[src/rtl/dma_priority_arbiter_pkg.sv]
// Shared types and command-register bit positions for the DMA channel arbiter.
package dma_pkg;

    typedef enum logic [1:0] {IDLE, HREQ, GRANT, RELEASE} arb_state_t;

    localparam int CMD_DISABLE = 2;
    localparam int CMD_ROTATE  = 4;
    localparam int CMD_DREQ_LO = 6;
    localparam int CMD_DACK_HI = 7;

endpackage

[src/rtl/dma_priority_arbiter_if.sv]
// Bus between register file / timing FSM / CPU hold logic and the channel arbiter.
// arbState is the arbiter FSM state brought out for observation.
interface dma_arb_if import dma_pkg::*; #(
    parameter int NCH = 4
);
    localparam int CHW = $clog2(NCH);

    logic           masterClear;
    logic [7:0]     commandReg;
    logic [7:0]     maskReg;
    logic [7:0]     requestReg;
    logic [NCH-1:0] dreq;
    logic           hlda;
    logic           svcDone;

    logic           hrq;
    logic [NCH-1:0] dack;
    logic           grantValid;
    logic [CHW-1:0] grantCh;
    logic [CHW-1:0] prioPtr;
    arb_state_t     arbState;

    // Handshakes: hrq is held until hlda is seen; a grant lives from the cycle
    // after hlda until the cycle after svcDone (or hlda falling), with no
    // acknowledgement of svcDone beyond the grant dropping.
    modport master (
        output masterClear, commandReg, maskReg, requestReg, dreq, hlda, svcDone,
        input  hrq, dack, grantValid, grantCh, prioPtr, arbState
    );

    modport slave (
        input  masterClear, commandReg, maskReg, requestReg, dreq, hlda, svcDone,
        output hrq, dack, grantValid, grantCh, prioPtr, arbState
    );

endinterface

[src/rtl/dma_priority_arbiter_prio_encoder.sv]
// Circular first-one finder: searches req upward from start, wrapping mod NCH.
module dma_prio_encoder #(
    parameter int  NCH = 4,
    localparam int CHW = $clog2(NCH)
) (
    input  logic [NCH-1:0] req,
    input  logic [CHW-1:0] start,
    output logic           found,
    output logic [CHW-1:0] idx
);

    int             pos;
    logic [CHW-1:0] posIdx;

    // Walk from the lowest priority back to start so the last hit is the winner.
    always_comb begin
        found  = 1'b0;
        idx    = '0;
        pos    = 0;
        posIdx = '0;
        for (int i = NCH - 1; i >= 0; i--) begin
            pos    = (int'(start) + i) % NCH;
            posIdx = CHW'(pos);
            if (req[posIdx]) begin
                found = 1'b1;
                idx   = posIdx;
            end
        end
    end

endmodule

[src/rtl/dma_priority_arbiter.sv]
// DMA channel arbiter and HRQ/HLDA sequencer. Define DMA_DREQ_SYNC_EN to pass
// dreq through a 2-flop synchronizer before polarity and mask are applied.
module dma_priority_arbiter import dma_pkg::*; #(
    parameter int NCH = 4
) (
    input logic      CLK,
    input logic      RESET,
    dma_arb_if.slave bus
);

    localparam int CHW = $clog2(NCH);

    logic [NCH-1:0] dreqS;
    logic [NCH-1:0] req;
    logic           anyReq;
    logic           rotate;
    logic           ctrlOff;
    logic           found;
    logic [CHW-1:0] winIdx;
    logic [CHW-1:0] searchStart;

    arb_state_t     state, stateNext;
    logic [CHW-1:0] grantQ, grantNext;
    logic [CHW-1:0] ptrQ, ptrNext;
    logic [NCH-1:0] grantVec;
    logic           unusedCfg;

`ifdef DMA_DREQ_SYNC_EN
    logic [NCH-1:0] sync1, sync2;

    always_ff @(posedge CLK or negedge RESET) begin
        if (!RESET) begin
            sync1 <= '0;
            sync2 <= '0;
        end else if (bus.masterClear) begin
            sync1 <= '0;
            sync2 <= '0;
        end else begin
            sync1 <= bus.dreq;
            sync2 <= sync1;
        end
    end

    assign dreqS = sync2 ^ {NCH{bus.commandReg[CMD_DREQ_LO]}};
`else
    assign dreqS = bus.dreq ^ {NCH{bus.commandReg[CMD_DREQ_LO]}};
`endif

    // Software requests bypass the mask.
    assign req         = (dreqS & ~bus.maskReg[NCH-1:0]) | bus.requestReg[NCH-1:0];
    assign anyReq      = |req;
    assign rotate      = bus.commandReg[CMD_ROTATE];
    assign ctrlOff     = bus.commandReg[CMD_DISABLE];
    assign searchStart = rotate ? ptrQ : '0;

    dma_prio_encoder #(.NCH(NCH)) u_enc (
        .req   (req),
        .start (searchStart),
        .found (found),
        .idx   (winIdx)
    );

    always_ff @(posedge CLK or negedge RESET) begin
        if (!RESET) begin
            state  <= IDLE;
            grantQ <= '0;
            ptrQ   <= '0;
        end else if (bus.masterClear) begin
            state  <= IDLE;
            grantQ <= '0;
            ptrQ   <= '0;
        end else begin
            state  <= stateNext;
            grantQ <= grantNext;
            ptrQ   <= ptrNext;
        end
    end

    always_comb begin
        stateNext = state;
        grantNext = grantQ;
        ptrNext   = rotate ? ptrQ : '0;
        case (state)
            IDLE: begin
                if (anyReq && !ctrlOff) stateNext = HREQ;
            end
            HREQ: begin
                if (bus.hlda && found) begin
                    stateNext = GRANT;
                    grantNext = winIdx;
                end else if (!anyReq) begin
                    stateNext = IDLE;
                end
            end
            GRANT: begin
                // svcDone wins over a simultaneous hlda drop so the pointer still advances.
                if (bus.svcDone) begin
                    stateNext = RELEASE;
                    if (rotate) ptrNext = (grantQ == CHW'(NCH - 1)) ? '0 : grantQ + 1'b1;
                end else if (!bus.hlda) begin
                    stateNext = IDLE;
                    grantNext = '0;
                end
            end
            RELEASE: begin
                if (!bus.hlda) stateNext = IDLE;
            end
            default: stateNext = IDLE;
        endcase
    end

    assign grantVec       = (state == GRANT) ? ({{(NCH-1){1'b0}}, 1'b1} << grantQ) : '0;
    assign bus.dack       = bus.commandReg[CMD_DACK_HI] ? grantVec : ~grantVec;
    assign bus.hrq        = (state == HREQ) || (state == GRANT);
    assign bus.grantValid = (state == GRANT);
    assign bus.grantCh    = grantQ;
    assign bus.prioPtr    = ptrQ;
    assign bus.arbState   = state;

    assign unusedCfg = ^{bus.commandReg, bus.maskReg, bus.requestReg};

endmodule

[src/flat_wrapper.sv]
// flat-port wrapper written by rule: the top's interface ports become plain ports
module dma_priority_arbiter_flat import dma_pkg::*;
#(
    parameter int NCH = 4
)
  (CLK, RESET, bus_masterClear, bus_commandReg, bus_maskReg, bus_requestReg, bus_dreq, bus_hlda, bus_svcDone, bus_hrq, bus_dack, bus_grantValid, bus_grantCh, bus_prioPtr, bus_arbState);
  dma_arb_if #(.NCH(NCH)) bus_i ();
  input logic CLK;
  input logic RESET;
  input wire logic [$bits(bus_i.masterClear)-1:0] bus_masterClear;
  input wire logic [$bits(bus_i.commandReg)-1:0] bus_commandReg;
  input wire logic [$bits(bus_i.maskReg)-1:0] bus_maskReg;
  input wire logic [$bits(bus_i.requestReg)-1:0] bus_requestReg;
  input wire logic [$bits(bus_i.dreq)-1:0] bus_dreq;
  input wire logic [$bits(bus_i.hlda)-1:0] bus_hlda;
  input wire logic [$bits(bus_i.svcDone)-1:0] bus_svcDone;
  output wire logic [$bits(bus_i.hrq)-1:0] bus_hrq;
  output wire logic [$bits(bus_i.dack)-1:0] bus_dack;
  output wire logic [$bits(bus_i.grantValid)-1:0] bus_grantValid;
  output wire logic [$bits(bus_i.grantCh)-1:0] bus_grantCh;
  output wire logic [$bits(bus_i.prioPtr)-1:0] bus_prioPtr;
  output wire logic [$bits(bus_i.arbState)-1:0] bus_arbState;
  assign bus_i.masterClear = bus_masterClear;
  assign bus_i.commandReg = bus_commandReg;
  assign bus_i.maskReg = bus_maskReg;
  assign bus_i.requestReg = bus_requestReg;
  assign bus_i.dreq = bus_dreq;
  assign bus_i.hlda = bus_hlda;
  assign bus_i.svcDone = bus_svcDone;
  assign bus_hrq = bus_i.hrq;
  assign bus_dack = bus_i.dack;
  assign bus_grantValid = bus_i.grantValid;
  assign bus_grantCh = bus_i.grantCh;
  assign bus_prioPtr = bus_i.prioPtr;
  assign bus_arbState = bus_i.arbState;
  dma_priority_arbiter #(.NCH(NCH)) u_core (.CLK(CLK), .RESET(RESET), .bus(bus_i));
endmodule
[config.mk]
export PLATFORM = sky130hd
export DESIGN_NAME = dma_priority_arbiter_flat
export DESIGN_NICKNAME = d
export VERILOG_FILES = /design/src/rtl/dma_priority_arbiter_pkg.sv /design/src/rtl/dma_priority_arbiter_if.sv /design/src/rtl/dma_priority_arbiter_prio_encoder.sv /design/src/rtl/dma_priority_arbiter.sv /design/src/flat_wrapper.sv
export SDC_FILE = /design/constraint.sdc
export NUM_CORES = 1
export LEC_CHECK = 0
export CORE_MARGIN = 5
export CORE_UTILIZATION = 40
export CTS_BUF_LIST = sky130_fd_sc_hd__clkbuf_4
export DETAILED_ROUTE_END_ITERATION = 8
export GPL_TIMING_DRIVEN = 0
export PLACE_DENSITY = 0.85
export SYNTH_ARGS = -nofsm -noshare
export SYNTH_HDL_FRONTEND = slang
export SYNTH_HIERARCHICAL = 1
export SYNTH_SLANG_ARGS = --single-unit
[constraint.sdc]
create_clock -name CLK -period 3.85 [get_ports CLK]
set_input_delay 0.77 -clock CLK [delete_from_list [all_inputs] [get_ports CLK]]
set_output_delay 0.77 -clock CLK [all_outputs]
set_load 0.05 [all_outputs]
==> results of run 1 <==
-- worst min-delay path by stage --
stage,to,depth (start not counted)
after floorplan,u_core/bus.arbState[0],0
after global placement,u_core/bus.prioPtr[0],2
after detailed placement,u_core/bus.prioPtr[1],2
after CTS,u_core/bus.prioPtr[1],2
after global routing,u_core/bus.prioPtr[1],2
final,u_core/bus.prioPtr[1],2
-- cell usage after synthesis, types with 3 or more instances --
master,count,area (sq um)
sky130_fd_sc_hd__nand2b_1,3,18.8
sky130_fd_sc_hd__inv_1,4,15.0
sky130_fd_sc_hd__o21bai_2,3,33.8
sky130_fd_sc_hd__a21oi_1,5,25.0
sky130_fd_sc_hd__dfrtp_1,6,150
sky130_fd_sc_hd__nor2_1,5,18.8
sky130_fd_sc_hd__nand2_1,9,33.8
sky130_fd_sc_hd__ha_1,9,113
sky130_fd_sc_hd__xor2_1,4,35.0
sky130_fd_sc_hd__nor3_1,4,20.0
sky130_fd_sc_hd__nor2b_1,3,18.8
-- critical path, stage by stage --
cell and delay (ns):
sky130_fd_sc_hd__clkdlybuf4s50_1 0.59, sky130_fd_sc_hd__xor2_1 0.18, sky130_fd_sc_hd__clkdlybuf4s50_1 0.83
-- cell families (layout without fill, tap and decap cells) --
logic type / after synthesis / in the layout / share of synthesized area, %
buffers and inverters: 7 / 40 / 4.50
XOR/XNOR: 8 / 8 / 11.9
multiplexers: 3 / 3 / 4.34
AO/OA/AOI/OAI: 21 / 21 / 22.8
flip-flops: 6 / 6 / 18.6
AND/OR/NAND/NOR: 33 / 33 / 23.9
adder cells (fa/ha/maj): 9 / 9 / 14.0
-- layout make-up --
class / count / share of cell area, %
clock buffer: 3 / 1.94
tap: 27 / 2.90
buffer: 3 / 1.83
inverter: 4 / 1.29
multi-input combinational: 74 / 53.3
timing repair buffer: 30 / 25.8
sequential: 6 / 12.9
-- registers in the layout (all words and copies together), names as in the netlist --
register	count
u_core/bus.grantCh	2
u_core/bus.arbState	2
u_core/bus.prioPtr	2
-- routing by layer --
layer,wire length (um),GRT usage (%),vias to the layer above
met5,0,0,-
li1,-,-,373
met3,156,3.22,0
met1,668,12.3,366
met2,1010,26.4,36
met4,0,7.69,0
-- report_power, final --
part | internal (mW) | switching [mW]
registers | 0.0664 | 0.00389
clock network | 0.0352 | 0.0212
logic | 0.0624 | 0.0775
total | 0.164 | 0.103
-- per-stage QoR --
| step | area (sq um) | setup WS (ns) | hold WS, ns |
|---|---|---|---|
| after global placement | 1140 | 0.753 | 0.537 |
| after detailed placement | 1140 | 0.697 | 0.541 |
| after global routing | 1160 | 0.638 | 0.565 |
| final | 1160 | 0.711 | 0.548 |
| after CTS | 1160 | 0.692 | 0.546 |
| after floorplan | 807 | 0.703 | 0.474 |
==> flow_metrics.py, run 1 <==
metrics = {
    "drt": {
        "drt-initial-drc-count": 18,
        "via_per_inst": 5.27,
        "dr_total_vias": 775,
        "route.antenna.remaining_nets": 0,
        "remaining_drc_errors": 0,
        "wl_mm": 1.83,
        "dr.pass1.iters": 4,
        "detail_route.wl_per_cell_um": 12.5,
    },
    "floorplan": {
        "die_y_um": 54.9,
        "total_number_of_placement_rows": 16,
        "design.die.area_sq_um": 3020,
        "floorplan.die.width_um": 54.9,
        "initial_utilization_pct": 41.6,
        "core_sq_um": 1940,
        "top_level_ports": 45,
    },
    "final_layout": {
        "layout.nets": 164,
        "final-instance-count-excl-fill": 147,
        "seq_area_sq_um": 150,
        "insertedDiodeCount": 0,
        "finish.utilization_pct": 59.9,
        "drive_above_1_share_pct": 15.0,
        "syn_to_final_growth_pct": 44.2,
        "layout_commonest_cell": "sky130_fd_sc_hd__clkdlybuf4s50_1",
        "multiInputGateArea_sq_um": 621,
        "fillerInstances": 183,
        "layout_common_cells": "30 x sky130_fd_sc_hd__clkdlybuf4s50_1, 9 x sky130_fd_sc_hd__nand2_1, 9 x sky130_fd_sc_hd__ha_1",
    },
    "outcome": {
        "run_status": "finished clean",
    },
    "clocking": {
        "ctsResizeCount": 0,
        "tritoncts": "built",
        "worst_skew_pair.late_latency_ns": 0.24,
        "cts_hold_repair.buffers": 0,
        "h-tree-depth": 1,
        "cts.reportedPaths.clkPinSlew_ns": 0.04,
        "root_buffer": "sky130_fd_sc_hd__clkbuf_4",
        "clock-sinks": 6,
        "ctsLongestPathBuffers": 2,
        "numCtsBuffers": 3,
        "postCtsSetupBuffers": 0,
    },
    "power": {
        "powerDensity_nw_per_um2": 229,
        "peakVddDrop_v": 0.000113,
        "p_leak_nw": 0.451,
        "total_power_uw": 267,
    },
    "worst_setup_path": {
        "timing.critical_path.arrival_ns": 2.37,
        "end_kind": "primary output",
        "rr_startpoint": "u_core/bus.arbState[0]",
        "path_max_fanout": 4,
        "crit_path_start_kind": "input port",
        "r2r-end": "u_core/bus.arbState[1]",
        "worst_setup_path_endpoint": "bus_dack[2]",
        "setup.worst_path.start": "bus_commandReg[7]",
        "worst-endpoint-required_ns": 3.08,
        "worst-r2r-setup-slack_ns": 2.04,
        "reg2regPathDepth": 7,
        "worst-setup-path-type": "in2out",
    },
    "timing": {
        "period_share_pct": 81.5,
        "setup-tns-final_ns": 0,
        "timing.final.hold_violations": 0,
        "max_slew.worst_pin.slew_ns": 0.505,
        "finClkSkew_ns": 0.00333,
        "layout_min_cycle_time_ns": 3.14,
        "achievable_clock_frequency_mhz": 319,
        "final-setup-viol-count": 0,
        "max_slew_violation_count": 0,
        "grt_setup_unrepaired": "no",
        "slew-limit-headroom_pct": 66.2,
    },
    "logic_synthesis": {
        "synth_cell_types": 36,
        "number_of_enable_flip_flop_cells_after_synthesis": 0,
        "synth_top_flop_cell": "sky130_fd_sc_hd__dfrtp_1",
        "synth_async_sr_flop_share_pct": 100,
        "syn-cell-area_sq_um": 807,
        "fraction_of_the_yosys_area_taken_by_sequential_cells_pct": 18.6,
        "synth-seq-cells": 6,
        "syn_nets": 129,
        "yosys_warnings": 6,
        "synth_cells": 87,
        "synthesis.area_per_instance_sq_um": 9.28,
    },
    "global_route": {
        "vias_in_the_first_global_route": 742,
        "grt_max_degree": 11,
        "grt.total_usage_pct": 13.4,
        "antenna_found_initial": 0,
        "grt.overflow.total": 0,
        "first_pass_grt_wire_length_mm": 2.90,
    },
    "placed_design": {
        "port_buffers": 30,
        "hpwlAfterDp_mm": 1.61,
        "dpl.cell_count": 144,
        "gp_congestion": 0.776,
    },
    "worst_hold_path": {
        "hold_start": "u_core/bus.prioPtr[1]",
        "min-delay-path-class": "reg2reg",
    },
    "run": {
        "max_cap_viol_count": 0,
    },
}
No activity file was read; power rests on OpenSTA's default activity.
==> run 2, diff against run 1 <==
--- a/config.mk
+++ b/config.mk
@@ -6,11 +6,11 @@
 export NUM_CORES = 1
 export LEC_CHECK = 0
 export CORE_MARGIN = 5
-export CORE_UTILIZATION = 40
+export CORE_UTILIZATION = 36
 export CTS_BUF_LIST = sky130_fd_sc_hd__clkbuf_4
 export DETAILED_ROUTE_END_ITERATION = 8
 export GPL_TIMING_DRIVEN = 0
-export PLACE_DENSITY = 0.85
+export PLACE_DENSITY = 0.81
 export SYNTH_ARGS = -nofsm -noshare
 export SYNTH_HDL_FRONTEND = slang
 export SYNTH_HIERARCHICAL = 1
==> constraint.sdc (replaced) <==
create_clock -name CLK -period 2.6 [get_ports CLK]
set_input_delay 0.52 -clock CLK [delete_from_list [all_inputs] [get_ports CLK]]
set_output_delay 0.52 -clock CLK [all_outputs]
set_load 0.05 [all_outputs]
==> flow_metrics.py, run 2 (synthesized netlist as in run 1, its figures left out) <==
metrics = {
    "outcome": {
        "run_status": "finished clean",
    },
    "final_layout": {
        "syn_to_final_growth_pct": 51.0,
        "layout_commonest_cell": "sky130_fd_sc_hd__clkdlybuf4s50_1",
        "multiInputGateArea_sq_um": 696,
        "finish.utilization_pct": 56.2,
        "drive_above_1_share_pct": 21.7,
        "layout_common_cells": "25 x sky130_fd_sc_hd__clkdlybuf4s50_1, 9 x sky130_fd_sc_hd__nand2_1, 9 x sky130_fd_sc_hd__ha_1",
        "fillerInstances": 205,
        "final_cell_area_sq_um": 1220,
        "seq_area_sq_um": 150,
        "layout.nets": 164,
        "insertedDiodeCount": 0,
        "final-instance-count-excl-fill": 148,
    },
    "global_route": {
        "vias_in_the_first_global_route": 781,
        "grt.overflow.total": 0,
        "antenna_found_initial": 0,
        "first_pass_grt_wire_length_mm": 3.39,
        "grt_max_degree": 11,
        "grt.total_usage_pct": 13.2,
    },
    "floorplan": {
        "design.die.area_sq_um": 3290,
        "die_y_um": 57.3,
        "total_number_of_placement_rows": 17,
        "top_level_ports": 45,
        "floorplan.die.width_um": 57.3,
        "core_sq_um": 2170,
        "initial_utilization_pct": 37.2,
    },
    "drt": {
        "dr_total_vias": 744,
        "drt-initial-drc-count": 8,
        "route.antenna.remaining_nets": 0,
        "met2_wirelength_um": 999,
        "via_per_inst": 5.03,
        "dr.pass1.iters": 5,
        "wl_mm": 1.91,
        "detail_route.wl_per_cell_um": 12.9,
        "wl_met3_um": 98,
        "highest_metal_used": "met4",
        "remaining_drc_errors": 0,
        "met1Wirelength_um": 792,
    },
    "placed_design": {
        "port_buffers": 30,
        "postPlaceCellArea_sq_um": 1220,
        "place_worst_setup_slack_ns": -0.423,
        "hpwlAfterDp_mm": 1.60,
        "dpl.cell_count": 145,
        "gp_congestion": 0.796,
    },
    "clocking": {
        "clock-sinks": 6,
        "numCtsBuffers": 3,
        "ctsLongestPathBuffers": 2,
        "h-tree-depth": 1,
        "tritoncts": "built",
        "worst_skew_pair.late_latency_ns": 0.26,
        "postCtsSetupBuffers": 0,
        "root_buffer": "sky130_fd_sc_hd__clkbuf_4",
        "cts.reportedPaths.clkPinSlew_ns": 0.05,
    },
    "power": {
        "total_power_uw": 406,
        "powerDensity_nw_per_um2": 333,
        "p_leak_nw": 0.467,
        "peakVddDrop_v": 0.000192,
    },
    "worst_setup_path": {
        "crit_path_start_kind": "register",
        "end_kind": "primary output",
        "worst-setup-path-type": "reg2out",
        "worst-endpoint-required_ns": 2.08,
        "path_max_fanout": 6,
        "timing.critical_path.arrival_ns": 1.89,
    },
    "timing": {
        "finClkSkew_ns": 0.0103,
        "worst_slack_ns": 0.193,
        "layout_min_cycle_time_ns": 2.41,
        "period_share_pct": 92.6,
        "max_slew.worst_pin.slew_ns": 0.754,
        "fin_hold_ws_ns": 0.501,
        "slew-limit-headroom_pct": 49.7,
        "setup-tns-final_ns": 0,
        "timing.final.hold_violations": 0,
        "grt_setup_unrepaired": "no",
        "final-setup-viol-count": 0,
        "max_slew_violation_count": 0,
        "achievable_clock_frequency_mhz": 415,
    },
    "run": {
        "max_cap_viol_count": 0,
    },
    "worst_hold_path": {
        "min-delay-path-class": "in2async",
    },
}
## run 2: power by group
| part | switching (mW) | internal [mW] |
|---|---|---|
| Sequential | 0.00588 | 0.0982 |
| Combinational | 0.119 | 0.0918 |
| Clock | 0.0381 | 0.0525 |
| Total | 0.163 | 0.242 |
## run 2: timing repair
action | 4_1_cts | 5_1_grt
gates resized for setup | 9 | 4
hold buffers | 0 | 0
gates cloned | 0 | 0
setup endpoints to repair | 4 | 4
## run 2: path summary, 6_finish.rpt
path,start,endpoint,slack (ns),cells past startpoint
max,u_core/bus.arbState[0],bus_hrq,0.19,3
max reg2reg,u_core/bus.arbState[0],u_core/bus.arbState[1],0.71,7
min in group CLK,u_core/bus.prioPtr[1],u_core/bus.prioPtr[1],0.55,2
max in group asynchronous,RESET,u_core/bus.prioPtr[0],1.88,1
min,RESET,u_core/bus.arbState[1],0.50,1
min reg2reg,u_core/bus.prioPtr[1],u_core/bus.prioPtr[1],0.55,2
## run 2: final cells by class
class                      count  area share, %
buffer                         3           1.75
clock buffer                   3           1.85
inverter                       4           1.23
multi-input combinational     74           57.1
sequential                     6           12.3
tap                           28           2.87
timing repair buffer          30           22.9
## run 2: critical path, stage by stage (launching register included)
cell,delay (ns)
sky130_fd_sc_hd__dfrtp_1,0.40
sky130_fd_sc_hd__inv_1,0.14
sky130_fd_sc_hd__ha_1,0.30
sky130_fd_sc_hd__clkdlybuf4s50_1,0.79
## run 2: routing by layer
metal | global-route usage, % | up-vias
li1 | - | 374
met1 | 14.8 | 334
met2 | 22.7 | 32
met3 | 2.04 | 4
met4 | 8.94 | 0
met5 | 0 | -
==> run 3, diff against run 2 <==
--- a/config.mk
+++ b/config.mk
@@ -11,6 +11,7 @@
 export DETAILED_ROUTE_END_ITERATION = 8
 export GPL_TIMING_DRIVEN = 0
 export PLACE_DENSITY = 0.81
+export SKIP_LAST_GASP = 1
 export SYNTH_ARGS = -nofsm -noshare
 export SYNTH_HDL_FRONTEND = slang
 export SYNTH_HIERARCHICAL = 1
==> flow_metrics.py, run 3 (synthesized netlist as in run 1, its figures left out) <==
metrics = {
    "global_route": {
        "grt.overflow.total": 0,
        "first_pass_grt_wire_length_mm": 3.39,
        "grt_max_degree": 11,
        "grt.total_usage_pct": 13.2,
        "vias_in_the_first_global_route": 780,
        "antenna_found_initial": 0,
    },
    "worst_setup_path": {
        "end_kind": "primary output",
        "timing.critical_path.slowest_cell_delay_ns": 0.51,
        "crit_path_start_kind": "register",
        "path_max_fanout": 10,
        "worst-setup-path-type": "reg2out",
        "timing.critical_path.arrival_ns": 2.05,
        "crit_chain": "inv_1, ha_1, buf_2, nand2_1, xor2_4, clkdlybuf4s15_1",
        "cpMaxStageDelayCell": "sky130_fd_sc_hd__clkdlybuf4s15_1",
        "worst-endpoint-required_ns": 2.08,
    },
    "power": {
        "p_clk_share_pct": 22.3,
        "total_power_uw": 406,
        "switching_share_pct": 40.2,
        "p_int_uw": 243,
        "powerDensity_nw_per_um2": 332,
        "power_frac_seq_pct": 25.6,
        "p_leak_nw": 0.467,
        "peakVddDrop_v": 0.000192,
        "switchingPower_uw": 163,
        "comb_power_share_pct": 52.0,
    },
    "drt": {
        "drt-initial-drc-count": 8,
        "dr.pass1.iters": 5,
        "wl_mm": 1.91,
        "remaining_drc_errors": 0,
        "route.antenna.remaining_nets": 0,
        "via_per_inst": 5.03,
        "detail_route.wl_per_cell_um": 12.9,
        "dr_total_vias": 744,
    },
    "placed_design": {
        "gp_congestion": 0.796,
        "place_worst_setup_slack_ns": -0.423,
        "dpl.cell_count": 145,
        "hpwlAfterDp_mm": 1.60,
        "port_buffers": 30,
    },
    "timing": {
        "finClkSkew_ns": 0.0103,
        "slew-limit-headroom_pct": 49.7,
        "achievable_clock_frequency_mhz": 389,
        "period_share_pct": 98.9,
        "layout_min_cycle_time_ns": 2.57,
        "max_slew.worst_pin.slew_ns": 0.754,
        "setup-tns-final_ns": 0,
        "fin_hold_ws_ns": 0.501,
        "worst_slack_ns": 0.0290,
        "max_slew_violation_count": 0,
        "timing.final.hold_violations": 0,
        "final-setup-viol-count": 0,
        "grt_setup_unrepaired": "yes",
    },
    "floorplan": {
        "top_level_ports": 45,
        "core_sq_um": 2170,
        "die_y_um": 57.3,
        "total_number_of_placement_rows": 17,
        "design.die.area_sq_um": 3290,
        "initial_utilization_pct": 37.2,
        "floorplan.die.width_um": 57.3,
    },
    "final_layout": {
        "final-instance-count-excl-fill": 148,
        "layout.nets": 164,
        "insertedDiodeCount": 0,
        "syn_to_final_growth_pct": 51.6,
        "fillerInstances": 205,
        "drive_above_1_share_pct": 20.8,
        "layout_commonest_cell": "sky130_fd_sc_hd__clkdlybuf4s50_1",
        "layout_common_cells": "25 x sky130_fd_sc_hd__clkdlybuf4s50_1, 9 x sky130_fd_sc_hd__nand2_1, 9 x sky130_fd_sc_hd__ha_1",
    },
    "clocking": {
        "postCtsSetupBuffers": 0,
        "numCtsBuffers": 3,
        "cts_hold_repair.buffers": 0,
        "h-tree-depth": 1,
        "root_buffer": "sky130_fd_sc_hd__clkbuf_4",
        "cts.reportedPaths.clkPinSlew_ns": 0.05,
        "clock-sinks": 6,
        "worst_skew_pair.late_latency_ns": 0.26,
        "tritoncts": "built",
        "ctsLongestPathBuffers": 2,
    },
    "worst_hold_path": {
        "min-delay-path-class": "in2async",
    },
    "outcome": {
        "run_status": "finished clean",
    },
    "run": {
        "max_cap_viol_count": 0,
    },
}
[run 3: cell count changes in the layout (fill, tap and decap cells not counted)]
cell                              before  now
sky130_fd_sc_hd__clkbuf_2              4    3
sky130_fd_sc_hd__clkdlybuf4s15_1       0    1
[run 3: layout make-up]
| type | instances | area, sq um | share of cell area [%] |
|---|---|---|---|
| Multi-Input combinational cell | 74 | 696 | 56.9 |
| Sequential cell | 6 | 150 | 12.3 |
| Clock buffer | 3 | 22.5 | 1.84 |
| Tap cell | 28 | 35.0 | 2.86 |
| Inverter | 4 | 15.0 | 1.23 |
| Buffer | 3 | 21.3 | 1.74 |
| Timing Repair Buffer | 30 | 284 | 23.2 |
[run 3: final timing paths]
| check | start | endpoint | slack (ns) | cells after the start |
|---|---|---|---|---|
| worst max-delay path | u_core/bus.arbState[0] | bus_dack[3] | 0.03 | 6 |
| worst max register to register | u_core/bus.arbState[0] | u_core/bus.arbState[1] | 0.71 | 7 |
| max in group asynchronous | RESET | u_core/bus.prioPtr[0] | 1.88 | 1 |
| worst min-delay path | RESET | u_core/bus.arbState[1] | 0.50 | 1 |
| min in group CLK | u_core/bus.prioPtr[1] | u_core/bus.prioPtr[1] | 0.55 | 2 |
| worst min register to register | u_core/bus.prioPtr[1] | u_core/bus.prioPtr[1] | 0.55 | 2 |
[run 3: per-stage QoR]
step | instance area, sq um | util, %
6_report | 1220 | 56.4
5_1_grt | 1220 | 56.4
2_1_floorplan | 882 | -
3_3_place_gp | 1220 | 56.1
4_1_cts | 1240 | 57.0
3_5_place_dp | 1220 | 56.1
[run 3: what timing repair did]
item	CTS	global route
setup endpoints to repair	4	4
pin swaps	0	0
resized for setup	8	4
[run 3: worst max-delay path: cells and delay by family, from the launching register on]
kind	cells	cell delay, ns
buffers and inverters	3	0.90
flip-flops	1	0.41
adder cells (fa/ha/maj)	1	0.19
AND/OR/NAND/NOR	1	0.15
XOR/XNOR	1	0.14
[run 3: power groups by stage]
stage	Sequential, mW	Combinational, mW	Clock, mW
3_3_place_gp	0.105	0.210	0
4_1_cts	0.104	0.213	0.0918
5_1_grt	0.105	0.228	0.102
2_1_floorplan	0.121	0.126	0
6_report	0.104	0.211	0.0906
3_5_place_dp	0.106	0.215	0
[run 3: layer usage]
metal	part of all wire [%]	global-route usage (%)	vias up
met5	0	0	-
met4	1.0	8.94	0
met3	5.5	2.04	4
met2	52	22.7	32
met1	41	14.8	334
li1	-	-	374
